## src/rtl/sfp_pkg.sv

```systemverilog
// Shared types and helpers for the multi-pass SFP accumulator.
// Lane widths derive from the psum width and the runtime packing mode.
package sfp_pkg;

   localparam int unsigned COL_DEF     = 8;
   localparam int unsigned PSUM_BW_DEF = 16;
   localparam int unsigned LEN_BW_DEF  = 8;

   typedef enum logic [1:0] {
      MODE_X1 = 2'd0,
      MODE_X2 = 2'd1,
      MODE_X4 = 2'd2
   } act_mode_e;

   typedef enum logic [1:0] {
      IDLE  = 2'd0,
      ACCUM = 2'd1,
      OUT   = 2'd2
   } state_e;

   // Mode 3 behaves as a single full-width lane.
   function automatic int unsigned lane_width(input int unsigned psum_bw, input logic [1:0] mode);
      case (mode)
         2'd1:    return psum_bw / 2;
         2'd2:    return psum_bw / 4;
         default: return psum_bw;
      endcase
   endfunction

endpackage

```

## src/rtl/sfp_multi_acc_if.sv

```systemverilog
// Job control, psum input and FIFO-side output bundle of the SFP accumulator.
interface sfp_multi_acc_if
   import sfp_pkg::*;
#(
   parameter int unsigned COL     = COL_DEF,
   parameter int unsigned PSUM_BW = PSUM_BW_DEF,
   parameter int unsigned LEN_BW  = LEN_BW_DEF
);
   logic                     start;
   logic [LEN_BW-1:0]        acc_len;
   logic [1:0]               act_mode;
   logic                     relu_en;
   logic [PSUM_BW*COL-1:0]   in_psum;
   logic [COL-1:0]           valid_in;
   logic                     ofifo_full;
   logic [PSUM_BW*COL-1:0]   out_accum;
   logic [COL-1:0]           wr_ofifo;
   logic                     o_valid;
   logic                     busy;
   logic                     done;
   logic                     ovf_err;

   modport master (
      output start, acc_len, act_mode, relu_en, in_psum, valid_in, ofifo_full,
      input  out_accum, wr_ofifo, o_valid, busy, done, ovf_err
   );

   modport slave (
      input  start, acc_len, act_mode, relu_en, in_psum, valid_in, ofifo_full,
      output out_accum, wr_ofifo, o_valid, busy, done, ovf_err
   );
endinterface

```

## src/rtl/sfp_lane_add.sv

```systemverilog
// One column's segmented signed adder: 1, 2 or 4 independent lanes, no inter-lane carry.
// SFP_SAT_EN defined: each lane saturates to its min/max; otherwise lanes wrap.
module sfp_lane_add
   import sfp_pkg::*;
#(
   parameter int unsigned PSUM_BW = PSUM_BW_DEF
) (
   input  logic [PSUM_BW-1:0] i_a,
   input  logic [PSUM_BW-1:0] i_b,
   input  logic [1:0]         i_mode,
   output logic [PSUM_BW-1:0] o_sum_c
);

   logic [2:0][PSUM_BW-1:0] w_res;

   for (genvar m = 0; m < 3; m++) begin : g_mode
      localparam int unsigned W  = lane_width(PSUM_BW, 2'(m));
      localparam int unsigned NL = PSUM_BW / W;
      for (genvar l = 0; l < NL; l++) begin : g_lane
         logic [W-1:0] w_lane;
`ifdef SFP_SAT_EN
         // Sign-extended sum: top two bits differing means the lane overflowed.
         logic [W:0] w_ext;
         assign w_ext  = {i_a[l*W+W-1], i_a[l*W +: W]} + {i_b[l*W+W-1], i_b[l*W +: W]};
         assign w_lane = (w_ext[W] == w_ext[W-1]) ? w_ext[W-1:0] :
                         (w_ext[W] ? {1'b1, {(W-1){1'b0}}} : {1'b0, {(W-1){1'b1}}});
`else
         assign w_lane = i_a[l*W +: W] + i_b[l*W +: W];
`endif
         assign w_res[m][l*W +: W] = w_lane;
      end
   end

   always_comb begin
      o_sum_c = w_res[0];
      case (i_mode)
         MODE_X2: o_sum_c = w_res[1];
         MODE_X4: o_sum_c = w_res[2];
         default: o_sum_c = w_res[0];
      endcase
   end

endmodule

```

## src/rtl/sfp_multi_acc.sv

```systemverilog
// Multi-pass per-column psum accumulator with lane packing, optional ReLU and FIFO backpressure.
// SFP_SAT_EN selects saturating instead of wrapping lane arithmetic (see sfp_lane_add).
module sfp_multi_acc
   import sfp_pkg::*;
#(
   parameter int unsigned COL     = COL_DEF,
   parameter int unsigned PSUM_BW = PSUM_BW_DEF,
   parameter int unsigned LEN_BW  = LEN_BW_DEF
) (
   input  logic            clk,
   input  logic            reset_n,
   sfp_multi_acc_if.slave  bus
);

   localparam logic [1:0]  S_IDLE  = IDLE;
   localparam logic [1:0]  S_ACCUM = ACCUM;
   localparam logic [1:0]  S_OUT   = OUT;
   localparam int unsigned W2      = lane_width(PSUM_BW, 2'(MODE_X2));
   localparam int unsigned W4      = lane_width(PSUM_BW, 2'(MODE_X4));

   logic [1:0]                    r_state;
   logic [1:0]                    w_state_nxt;
   logic [LEN_BW-1:0]             r_len;
   logic [1:0]                    r_mode;
   logic                          r_relu;
   logic [COL-1:0][PSUM_BW-1:0]   r_acc;
   logic [COL-1:0][LEN_BW-1:0]    r_cnt;
   logic [COL-1:0][PSUM_BW-1:0]   w_sum;
   logic [COL-1:0][PSUM_BW-1:0]   w_relu;
   logic [COL-1:0]                w_col_done;
   logic [PSUM_BW*COL-1:0]        r_out;
   logic [COL-1:0]                r_wr;
   logic                          r_done;
   logic                          r_ovf;
   logic                          r_busy;
   logic                          r_o_valid;
   logic                          w_start_ok;
   logic                          w_write;

   for (genvar k = 0; k < COL; k++) begin : g_col
      sfp_lane_add #(.PSUM_BW(PSUM_BW)) u_add (
         .i_a     (r_acc[k]),
         .i_b     (bus.in_psum[k*PSUM_BW +: PSUM_BW]),
         .i_mode  (r_mode),
         .o_sum_c (w_sum[k])
      );
      assign w_col_done[k] = (r_cnt[k] == r_len);
   end

   assign w_start_ok = (r_state == S_IDLE) && bus.start;

   // State register
   always_ff @(posedge clk or negedge reset_n) begin
      if (!reset_n) r_state <= S_IDLE;
      else          r_state <= w_state_nxt;
   end

   // Next state; a zero-length job skips straight to the write
   always_comb begin
      w_state_nxt = r_state;
      w_write     = 1'b0;
      case (r_state)
         S_IDLE: begin
            if (bus.start) w_state_nxt = (bus.acc_len == '0) ? S_OUT : S_ACCUM;
         end
         S_ACCUM: begin
            if (&w_col_done) w_state_nxt = S_OUT;
         end
         S_OUT: begin
            if (!bus.ofifo_full) begin
               w_write     = 1'b1;
               w_state_nxt = S_IDLE;
            end
         end
         default: w_state_nxt = S_IDLE;
      endcase
   end

   // Per-lane ReLU on the accumulated value
   always_comb begin
      w_relu = r_acc;
      if (r_relu) begin
         for (int unsigned k = 0; k < COL; k++) begin
            case (r_mode)
               MODE_X2: begin
                  for (int unsigned l = 0; l < 2; l++)
                     if (r_acc[k][l*W2+W2-1]) w_relu[k][l*W2 +: W2] = '0;
               end
               MODE_X4: begin
                  for (int unsigned l = 0; l < 4; l++)
                     if (r_acc[k][l*W4+W4-1]) w_relu[k][l*W4 +: W4] = '0;
               end
               default: begin
                  if (r_acc[k][PSUM_BW-1]) w_relu[k] = '0;
               end
            endcase
         end
      end
   end

   // Job configuration, accumulation, overflow flag and output registers
   always_ff @(posedge clk or negedge reset_n) begin
      if (!reset_n) begin
         r_len     <= '0;
         r_mode    <= '0;
         r_relu    <= 1'b0;
         r_acc     <= '0;
         r_cnt     <= '0;
         r_out     <= '0;
         r_wr      <= '0;
         r_done    <= 1'b0;
         r_ovf     <= 1'b0;
         r_busy    <= 1'b0;
         r_o_valid <= 1'b0;
      end else begin
         r_wr      <= '0;
         r_done    <= 1'b0;
         r_o_valid <= 1'b0;
         r_busy    <= (w_state_nxt != S_IDLE);
         if (w_start_ok) begin
            r_len  <= bus.acc_len;
            r_mode <= bus.act_mode;
            r_relu <= bus.relu_en;
            r_acc  <= '0;
            r_cnt  <= '0;
            r_ovf  <= 1'b0;
         end else if (r_state == S_ACCUM) begin
            for (int unsigned k = 0; k < COL; k++) begin
               if (bus.valid_in[k]) begin
                  if (!w_col_done[k]) begin
                     r_acc[k] <= w_sum[k];
                     r_cnt[k] <= r_cnt[k] + LEN_BW'(1);
                  end else begin
                     r_ovf <= 1'b1;
                  end
               end
            end
         end
         if (w_write) begin
            r_out     <= w_relu;
            r_wr      <= '1;
            r_done    <= 1'b1;
            r_o_valid <= 1'b1;
         end
      end
   end

   assign bus.out_accum = r_out;
   assign bus.wr_ofifo  = r_wr;
   assign bus.o_valid   = r_o_valid;
   assign bus.busy      = r_busy;
   assign bus.done      = r_done;
   assign bus.ovf_err   = r_ovf;

endmodule
```

## src/flat_wrapper.sv

```systemverilog
// flat-port wrapper written by rule: the top's interface ports become plain ports
module sfp_multi_acc_flat import sfp_pkg::*;
#(
   parameter int unsigned COL     = COL_DEF,
   parameter int unsigned PSUM_BW = PSUM_BW_DEF,
   parameter int unsigned LEN_BW  = LEN_BW_DEF
)
  (clk, reset_n, bus_start, bus_acc_len, bus_act_mode, bus_relu_en, bus_in_psum, bus_valid_in, bus_ofifo_full, bus_out_accum, bus_wr_ofifo, bus_o_valid, bus_busy, bus_done, bus_ovf_err);
  sfp_multi_acc_if #(.COL(COL), .PSUM_BW(PSUM_BW), .LEN_BW(LEN_BW)) bus_i ();
  input  logic clk;
  input  logic reset_n;
  input wire logic [$bits(bus_i.start)-1:0] bus_start;
  input wire logic [$bits(bus_i.acc_len)-1:0] bus_acc_len;
  input wire logic [$bits(bus_i.act_mode)-1:0] bus_act_mode;
  input wire logic [$bits(bus_i.relu_en)-1:0] bus_relu_en;
  input wire logic [$bits(bus_i.in_psum)-1:0] bus_in_psum;
  input wire logic [$bits(bus_i.valid_in)-1:0] bus_valid_in;
  input wire logic [$bits(bus_i.ofifo_full)-1:0] bus_ofifo_full;
  output wire logic [$bits(bus_i.out_accum)-1:0] bus_out_accum;
  output wire logic [$bits(bus_i.wr_ofifo)-1:0] bus_wr_ofifo;
  output wire logic [$bits(bus_i.o_valid)-1:0] bus_o_valid;
  output wire logic [$bits(bus_i.busy)-1:0] bus_busy;
  output wire logic [$bits(bus_i.done)-1:0] bus_done;
  output wire logic [$bits(bus_i.ovf_err)-1:0] bus_ovf_err;
  assign bus_i.start = bus_start;
  assign bus_i.acc_len = bus_acc_len;
  assign bus_i.act_mode = bus_act_mode;
  assign bus_i.relu_en = bus_relu_en;
  assign bus_i.in_psum = bus_in_psum;
  assign bus_i.valid_in = bus_valid_in;
  assign bus_i.ofifo_full = bus_ofifo_full;
  assign bus_out_accum = bus_i.out_accum;
  assign bus_wr_ofifo = bus_i.wr_ofifo;
  assign bus_o_valid = bus_i.o_valid;
  assign bus_busy = bus_i.busy;
  assign bus_done = bus_i.done;
  assign bus_ovf_err = bus_i.ovf_err;
  sfp_multi_acc #(.COL(COL), .PSUM_BW(PSUM_BW), .LEN_BW(LEN_BW)) u_core (.clk(clk), .reset_n(reset_n), .bus(bus_i));
endmodule
```

## config.mk

```make
export PLATFORM = sky130hd
export DESIGN_NAME = sfp_multi_acc_flat
export DESIGN_NICKNAME = d
export VERILOG_FILES = /design/src/rtl/sfp_pkg.sv /design/src/rtl/sfp_multi_acc_if.sv /design/src/rtl/sfp_lane_add.sv /design/src/rtl/sfp_multi_acc.sv /design/src/flat_wrapper.sv
export SDC_FILE = /design/constraint.sdc
export NUM_CORES = 1
export LEC_CHECK = 0
export CAP_MARGIN = 0
export CORE_UTILIZATION = 40
export CTS_CLUSTER_DIAMETER = 40
export DETAILED_ROUTE_END_ITERATION = 10
export SLEW_MARGIN = 10
export SYNTH_ARGS = -nofsm -noshare
export SYNTH_HDL_FRONTEND = slang
export SYNTH_HIERARCHICAL = 1
export SYNTH_SLANG_ARGS = --single-unit
```

## constraint.sdc

```tcl
create_clock -name clk -period 2.8 [get_ports clk]
set_input_delay 0.56 -clock clk [delete_from_list [all_inputs] [get_ports clk]]
set_output_delay 0.56 -clock clk [all_outputs]
set_load 0.005 [all_outputs]
```

==> metrics, run 1 <==
pre-CTS setup slack -342 ps; TritonCTS clock tree built; share of flip-flops with an asynchronous set or reset 1.00; Int Power 19.5 mW; outcome completed; setup bufs post-CTS 0; number of synthesized flops with an enable pin 0; Final Setup Violations 0; DIE HEIGHT 251 um; Post-DRT Antenna Nets 0; hpwl dp just under 60 mm; max cap viols 0; syn avg cell area 8.29 sq um; final worst slack 262 ps; mapped cell area 24,700 sq um; largest area contributor in the netlist dfrtp_1; Critical Path Fanout Max 4; number of global-route vias before repair between 20,000 and 25,000; die width approximately 250 um; part of the power in the clock network 0.284; clock sink total roughly 340; Core Area 60,700 sq um; number of synthesized register bits around 340; register area share after synthesis 0.340; largest net degree at the start of global routing slightly above 100; Peak VDD IR 0.606 mV; Pins Over Slew Limit 0; total negative slack 0 ps; total clock buffers created by CTS 74; clock-pin slew on the worst setup and hold paths 50 ps; filler cell count roughly 5,600; Net Switching between 10 and 15 mW; Top FF cell, synth dfrtp_1; area share of the largest cell type after synthesis 0.340; Layout Area Growth over Synthesis 32.5%; first-pass GRT wire length between 100 and 150 mm; RD Place Congestion 0.932; HP Class reg2reg; layout cells sized above 1 0.136; IO Pins approximately 290; Synth Net Count approximately 3,300; Final period util 0.906; Slew headroom 0.319; post-route cell area ~33,000 sq um; Via density 5.57; critical path type in2reg; Total Routing Usage GR 0.258; WP data required 3250 ps; # DRC 0; total number of H-tree levels 3; Comb pwr share 0.482; Clock Tree Buf Depth 3; Critical Path Source bus_in_psum[112]; synth warn 6; final hold violations 0; full die area 62,800 sq um; Peak Freq 394 MHz; WL final 81.0 mm; initial antenna violation count 13; Sw Share 0.407; PortBufs 290; Final #Nets 3,780; DR iter-0 viols 1,500; register area 8410 sq um; area of the multi-input gates between 15,000 and 20,000 sq um; part of the power in registers 0.235; standard-cell rows 90; drt pass-1 iters 5; Final Critical Period 2540 ps; root buffer cell clkbuf_16; post-synth cell types 83; RSZ-0062 raised after global routing no; Worst R2R Start u_core/r_acc[112]; clk_skew 21.9 ps; average wire per standard cell 18.9 um; Pwr Total 33.0 mW; Synth area leaders dfrtp_1 (34%), nand2_1 (8.9%), ha_1 (7.4%), o21ai_0 (4.5%), xor2_1 (4.4%); Clock Latency Late Sink 620 ps; hold path start u_core/bus.out_accum[86]; post-synthesis cell count 2,981; Least-Margin Pin Slew 1020 ps; area post-placement 30,000 sq um; grt ovf 0; Leakage 15.3 nW; power density over the cells between 1000 and 1500 nW/um^2; via count roughly 24,000; kind of start point of the critical path input pin; register-to-register setup slack roughly 280 ps; CP Capture Type flop; crit path DAT 2990 ps; Starting Density 0.407
worst max-delay path: stages:
cell             delay [ps]
clkdlybuf4s50_1         470
ha_1                    160
inv_1                    60
fa_1                    390
nand2b_1                180
a21o_1                  210
a311oi_1                280
buf_4                   170
a21bo_1                 130
o221a_1                 170
o21ai_1                  70
nand2_1                  60
o21ai_0                  80
power by group through the flow:
stage,clock network [mW],logic [mW],registers [mW]
after floorplan,0,10.8,7.23
after global placement,0,15.3,7.72
after detailed placement,0,15.7,7.78
after CTS,9.54,15.8,7.73
after global routing,9.80,17.8,7.93
final,9.35,15.9,7.75
routing by layer:
layer	wire length [um]	GRT usage	vias up
li1	-	-	11600
met1	35700	0.333	11500
met2	38200	0.425	645
met3	4770	0.0572	154
met4	2280	0.0840	16
met5	104	0	-
stage by stage:
step / hold slack (ps) / util / cells
6_report: 462 / 0.539 / 4297
5_1_grt: 479 / 0.539 / 4296
4_1_cts: 451 / 0.539 / 4293
3_5_place_dp: 456 / 0.495 / 4156
3_3_place_gp: 453 / 0.495 / 4156
2_1_floorplan: 264 / - / 2981
repair_timing:
action | CTS | global route
resized for setup | 1 | 0
setup endpoints to repair | 2 | 0
hold endpoints to repair | 61 | 0
hold buffers | 1 | 0
worst paths after layout:
check                      cells after the start                  endpoint
setup / recovery                              13         u_core/r_acc[126]
hold reg to reg                                2  u_core/bus.out_accum[86]
max in group asynchronous                      4  u_core/bus.out_accum[90]
setup reg to reg                              12         u_core/r_acc[126]
min in group asynchronous                      2          u_core/r_acc[20]
hold / removal                                 2  u_core/bus.out_accum[86]
sequential cells by signal (all words and copies together) (netlist names):
name and cells:
u_core/bus.out_accum 128, u_core/r_acc 128, u_core/r_cnt 64, u_core/r_len 8, u_core/r_mode 2, u_core/r_state 2
u_core/bus.busy 1, u_core/bus.ovf_err 1, u_core/bus.wr_ofifo 1, u_core/r_relu 1
area by class of cell:
cell class,instances,area share
Multi-Input combinational cell,2340,0.459
Sequential cell,336,0.257
Timing Repair Buffer,555,0.156
Clock buffer,93,0.0624
Tap cell,782,0.0299
Clock inverter,43,0.0196
Inverter,144,0.0165
Antenna cell,4,0.000306
cells in the final DEF (no fill, tap or decap), types with 13 or more instances in the layout:
master / n
xnor2_1: 29
a21oi_2: 13
clkbuf_16: 74
nand2_1: 584
buf_12: 16
o21bai_1: 17
o21ai_0: 224
a21oi_1: 150
nor2_1: 170
dfrtp_1: 335
o31ai_1: 36
inv_1: 141
o2111ai_1: 15
nand3_1: 115
ha_1: 146
o211ai_1: 37
a221oi_1: 13
a31oi_1: 44
a21boi_0: 18
nand2b_1: 28
clkdlybuf4s50_1: 289
and3_1: 25
a21o_1: 70
xor2_1: 124
nor3_1: 30
o21ai_1: 27
nor4_1: 17
nor3b_1: 15
a22o_1: 61
o22ai_1: 25
nand4_1: 43
a211oi_1: 14
fa_1: 32
buf_4: 248
or4_1: 15
or3_1: 23
nor2b_1: 14
cell usage after synthesis (all sizes together) (14+ instances only):
cell type	count
nand2	584
dfrtp	336
o21ai	252
nor2	172
a21oi	165
ha	146
inv	144
xor2	124
nand3	115
clkbuf	96
a21o	71
buf	65
a22o	61
a31oi	44
nand4	43
o211ai	38
o31ai	37
fa	32
nor3	30
xnor2	29
nand2b	28
and3	25
nor4	25
o22ai	25
or3	23
o21bai	21
a211oi	19
a21boi	19
a221oi	18
nor3b	16
o2111ai	16
nor2b	15
or4	15
and2	14
cell families after synthesis:
family,share of synthesized area
simple gates,0.214
compound gates,0.233
fa+ha+maj,0.0999
xor+xnor,0.0542
buf+inv,0.0543
mux,0.00405
flops,0.340
(Power assumes the default switching activity.)
==> run 2: changes to the inputs <==
--- a/config.mk
+++ b/config.mk
@@ -9,6 +9,7 @@
 export CORE_UTILIZATION = 40
 export CTS_CLUSTER_DIAMETER = 40
 export DETAILED_ROUTE_END_ITERATION = 10
+export GPL_ROUTABILITY_DRIVEN = 1
 export SLEW_MARGIN = 10
 export SYNTH_ARGS = -nofsm -noshare
 export SYNTH_HDL_FRONTEND = slang
==> results of run 2 <==
The final DEF is identical to that of run 1; final timing and power are the same.
==> run 3: changes to the inputs <==
--- a/config.mk
+++ b/config.mk
@@ -13,5 +13,4 @@
 export SLEW_MARGIN = 10
 export SYNTH_ARGS = -nofsm -noshare
 export SYNTH_HDL_FRONTEND = slang
-export SYNTH_HIERARCHICAL = 1
 export SYNTH_SLANG_ARGS = --single-unit
==> run 3 against run 2 <==
  * Worst setup slack lost 250 ps
  * Clock power shrank 13%
  * Register-to-register slack lost 270 ps
  * Die area shrank 9.4%
  * Combinational power is essentially flat
  * Total power shrank 3.3%
  * Cell count shrank 9.7%
  * Critical path depth shrank 3
  * Critical path type is now reg2reg
  * Critical endpoint is now u_core.r_acc[76]
  * Largest cell class unchanged
  * Largest power group unchanged
==> metrics, run 3 <==
outcome completed; pre-CTS setup slack -520 ps (-177 ps); Final Setup Violations 0 (unchanged); Final period util 0.996 (+0.0896); max cap viols 0 (unchanged); root buffer cell clkbuf_16; kind of start point of the critical path flop; mapped cell area 22,400 sq um (-9.5%); register area share after synthesis 0.376 (+0.0356); post-synth cell types 82 (-1.2%); full die area 56,900 sq um (-9.4%); Layout Area Growth over Synthesis 37.0%; Pins Over Slew Limit 0 (unchanged); Synth Net Count 2,850 (-14%); area of the multi-input gates 13,200 sq um (-12%); clock sink total 336 (unchanged); Total Routing Usage GR 0.269 (+0.0114); post-route cell area 30,600 sq um (-6.4%); average wire per standard cell 19.7 um (+4.4%); Worst path most repeated cell o41a_1; largest net degree at the start of global routing 61 (-40%); Clock Tree Buf Depth 3 (unchanged); IO Pins 291 (unchanged); WP depth 10 (-3); share of flip-flops with an asynchronous set or reset 1.00 (unchanged); Starting Density 0.405 (-0.00184); drt pass-1 iters 5 (unchanged); Clock Latency Late Sink 600 ps (-20 ps); register area 8410 sq um (about the same); DR iter-0 viols 1,434 (-4.4%); final hold violations 0 (unchanged); Least-Margin Pin Slew 853 ps (-166 ps); WL final 76.4 mm (-5.8%); most frequent cells in the layout nand2_1 (376), dfrtp_1 (336), buf_4 (304); WP data required 3260 ps (about the same); total negative slack 0 ps (unchanged); clk_skew 26.8 ps (+4.87 ps); number of global-route vias before repair 21,400 (-11%); Peak VDD IR 0.646 mV (+6.6%); R2R cell count 10 (-2); Slew headroom 0.431 (+0.112); Critical Path Fanout Max 3 (-1); layout cells sized above 1 0.157 (+0.0208); Core Area 55,200 sq um (-9.1%); Synth area leaders dfrtp_1 (38%), ha_1 (7.3%), nand2_1 (6.3%), xor2_1 (5.7%), o21ai_0 (4.1%); Final #Nets 3,389 (-10%); power density over the cells 1040 nW/um^2 (+3.3%); RSZ-0062 raised after global routing yes; # DRC 0 (unchanged); max incr delay on CP 400 ps (-70 ps); synth warn 0 (-6); slowest CP cell dfrtp_1; hpwl dp 57.0 mm (-4.1%); first-pass GRT wire length 119 mm (-8.7%); CP Capture Type flop; die width 238 um (-4.8%); number of synthesized flops with an enable pin 0 (unchanged); total number of H-tree levels 3 (unchanged); Pwr Total 31.9 mW (-3.3%); via count 21,500 (-10%); grt ovf 0 (unchanged); largest delay contributor family on the critical path compound AO/OA/AOI/OAI gates; placed insts 3,751 (-9.7%); Top FF cell, synth dfrtp_1; area post-placement 28,300 sq um (-5.7%); critical path type reg2reg; total clock buffers created by CTS 69 (-6.8%); non-filler cells in the finished layout 3,879 (-9.7%); final worst slack 11.1 ps (-251 ps); Peak Freq 359 MHz (-9.0%); filler cell count 4,933 (-11%); RD Place Congestion 0.910 (-2.3%); CP Cell Sequence ha_2, fa_2, a21o_1, a21oi_2, nor2_2, o41a_1, o41a_1, xor2_1, a222oi_1, o21ai_1; CP Buf/Inv Count 0 (-3); largest area contributor in the netlist dfrtp_1; leading cell type in the layout, fill and taps excluded nand2_1; final hold slack 459 ps (-3.42 ps); standard-cell rows 86 (-4.4%); Hold Path Stages 2 (unchanged); Final Critical Period 2790 ps (+251 ps); HP Class reg2reg; post-layout util 0.555 (+0.0157); DIE HEIGHT 238 um (-4.8%); number of synthesized register bits 336 (unchanged); crit path DAT 3250 ps (+260 ps); PortBufs 290 (unchanged); clock-pin slew on the worst setup and hold paths 50 ps (about the same); Leakage 14.4 nW (-5.9%); initial antenna violation count 7 (-6); syn avg cell area 8.82 sq um (+6.4%); TritonCTS clock tree built; cell with the most instances after synthesis nand2_1; post-synthesis cell count 2,537 (-15%); Via density 5.55 (-0.35%); Post-DRT Antenna Nets 0 (unchanged); area share of the largest cell type after synthesis 0.376 (+0.0356); synth cell count leaders nand2_1 (376), dfrtp_1 (336), nor2_1 (193)
## run 3: cell types whose count changed after synthesis, moves of 21 or more
cell,previous run,this run
nor2_1,171,193
o211ai_1,37,11
xor2_1,124,145
nand2_1,584,376
xnor2_1,29,70
inv_1,142,46
o21ai_1,27,5
a22o_1,61,95
o21ai_0,224,182
## run 3: final timing paths
path / slack, ps / startpoint / endpoint
setup / recovery: 10 / u_core.r_acc[64] / u_core.r_acc[76]
hold / removal: 460 / u_core.bus.out_accum[94] / u_core.bus.out_accum[94]
setup reg to reg: 10 / u_core.r_acc[64] / u_core.r_acc[76]
hold reg to reg: 460 / u_core.bus.out_accum[94] / u_core.bus.out_accum[94]
max in group asynchronous: 1500 / reset_n / u_core.bus.out_accum[122]
min in group asynchronous: 530 / reset_n / u_core.bus.out_accum[81]
## run 3: where the power goes
group	internal (mW)	leakage (nW)	switching, mW
Combinational	7.41	8.89	8.76
Sequential	6.02	4.45	1.56
Clock	5.20	1.10	2.93
Total	18.6	14.4	13.3
## run 3: cell type report
class | count | share of cell area
inverter | 46 | 0.00563
antenna | 2 | 0.000163
multi-input combinational | 2008 | 0.431
tap | 748 | 0.0305
timing repair buffer | 615 | 0.183
clock buffer | 83 | 0.0624
clock inverter | 41 | 0.0128
sequential | 336 | 0.274
## run 3: metal layers
layer  track usage  vias up  wire length (um)
met3        0.0634      134              5620
met4        0.0934        6              2110
met1         0.357    10400             33700
li1              -    10200                 -
met2         0.429      701             34900
met5             0        -                32
## run 3: worst register-to-register path: stages, from the launching register on
cell	delay, ps
dfrtp_1	400
ha_2	190
fa_2	360
a21o_1	190
a21oi_2	170
nor2_2	70
o41a_1	330
o41a_1	370
xor2_1	160
a222oi_1	300
o21ai_1	120
## run 3: timing repair
item	CTS	global route
resized for setup	0	5
setup buffers	0	1
setup endpoints to repair	0	5
hold endpoints to repair	52	0
hold buffers	1	0
## run 3: cell families (layout without fill, tap and decap cells)
group	count (synthesis)	count (layout)	synth area share
AOI/OAI and AO/OA	765	765	0.228
xor gates and xnor gates	215	215	0.0842
adders and majority gates	162	162	0.101
buffers and inverters	193	785	0.0356
DFF	336	336	0.376
muxes	13	13	0.00598
other	0	2	0
and+or+nand+nor	853	853	0.169
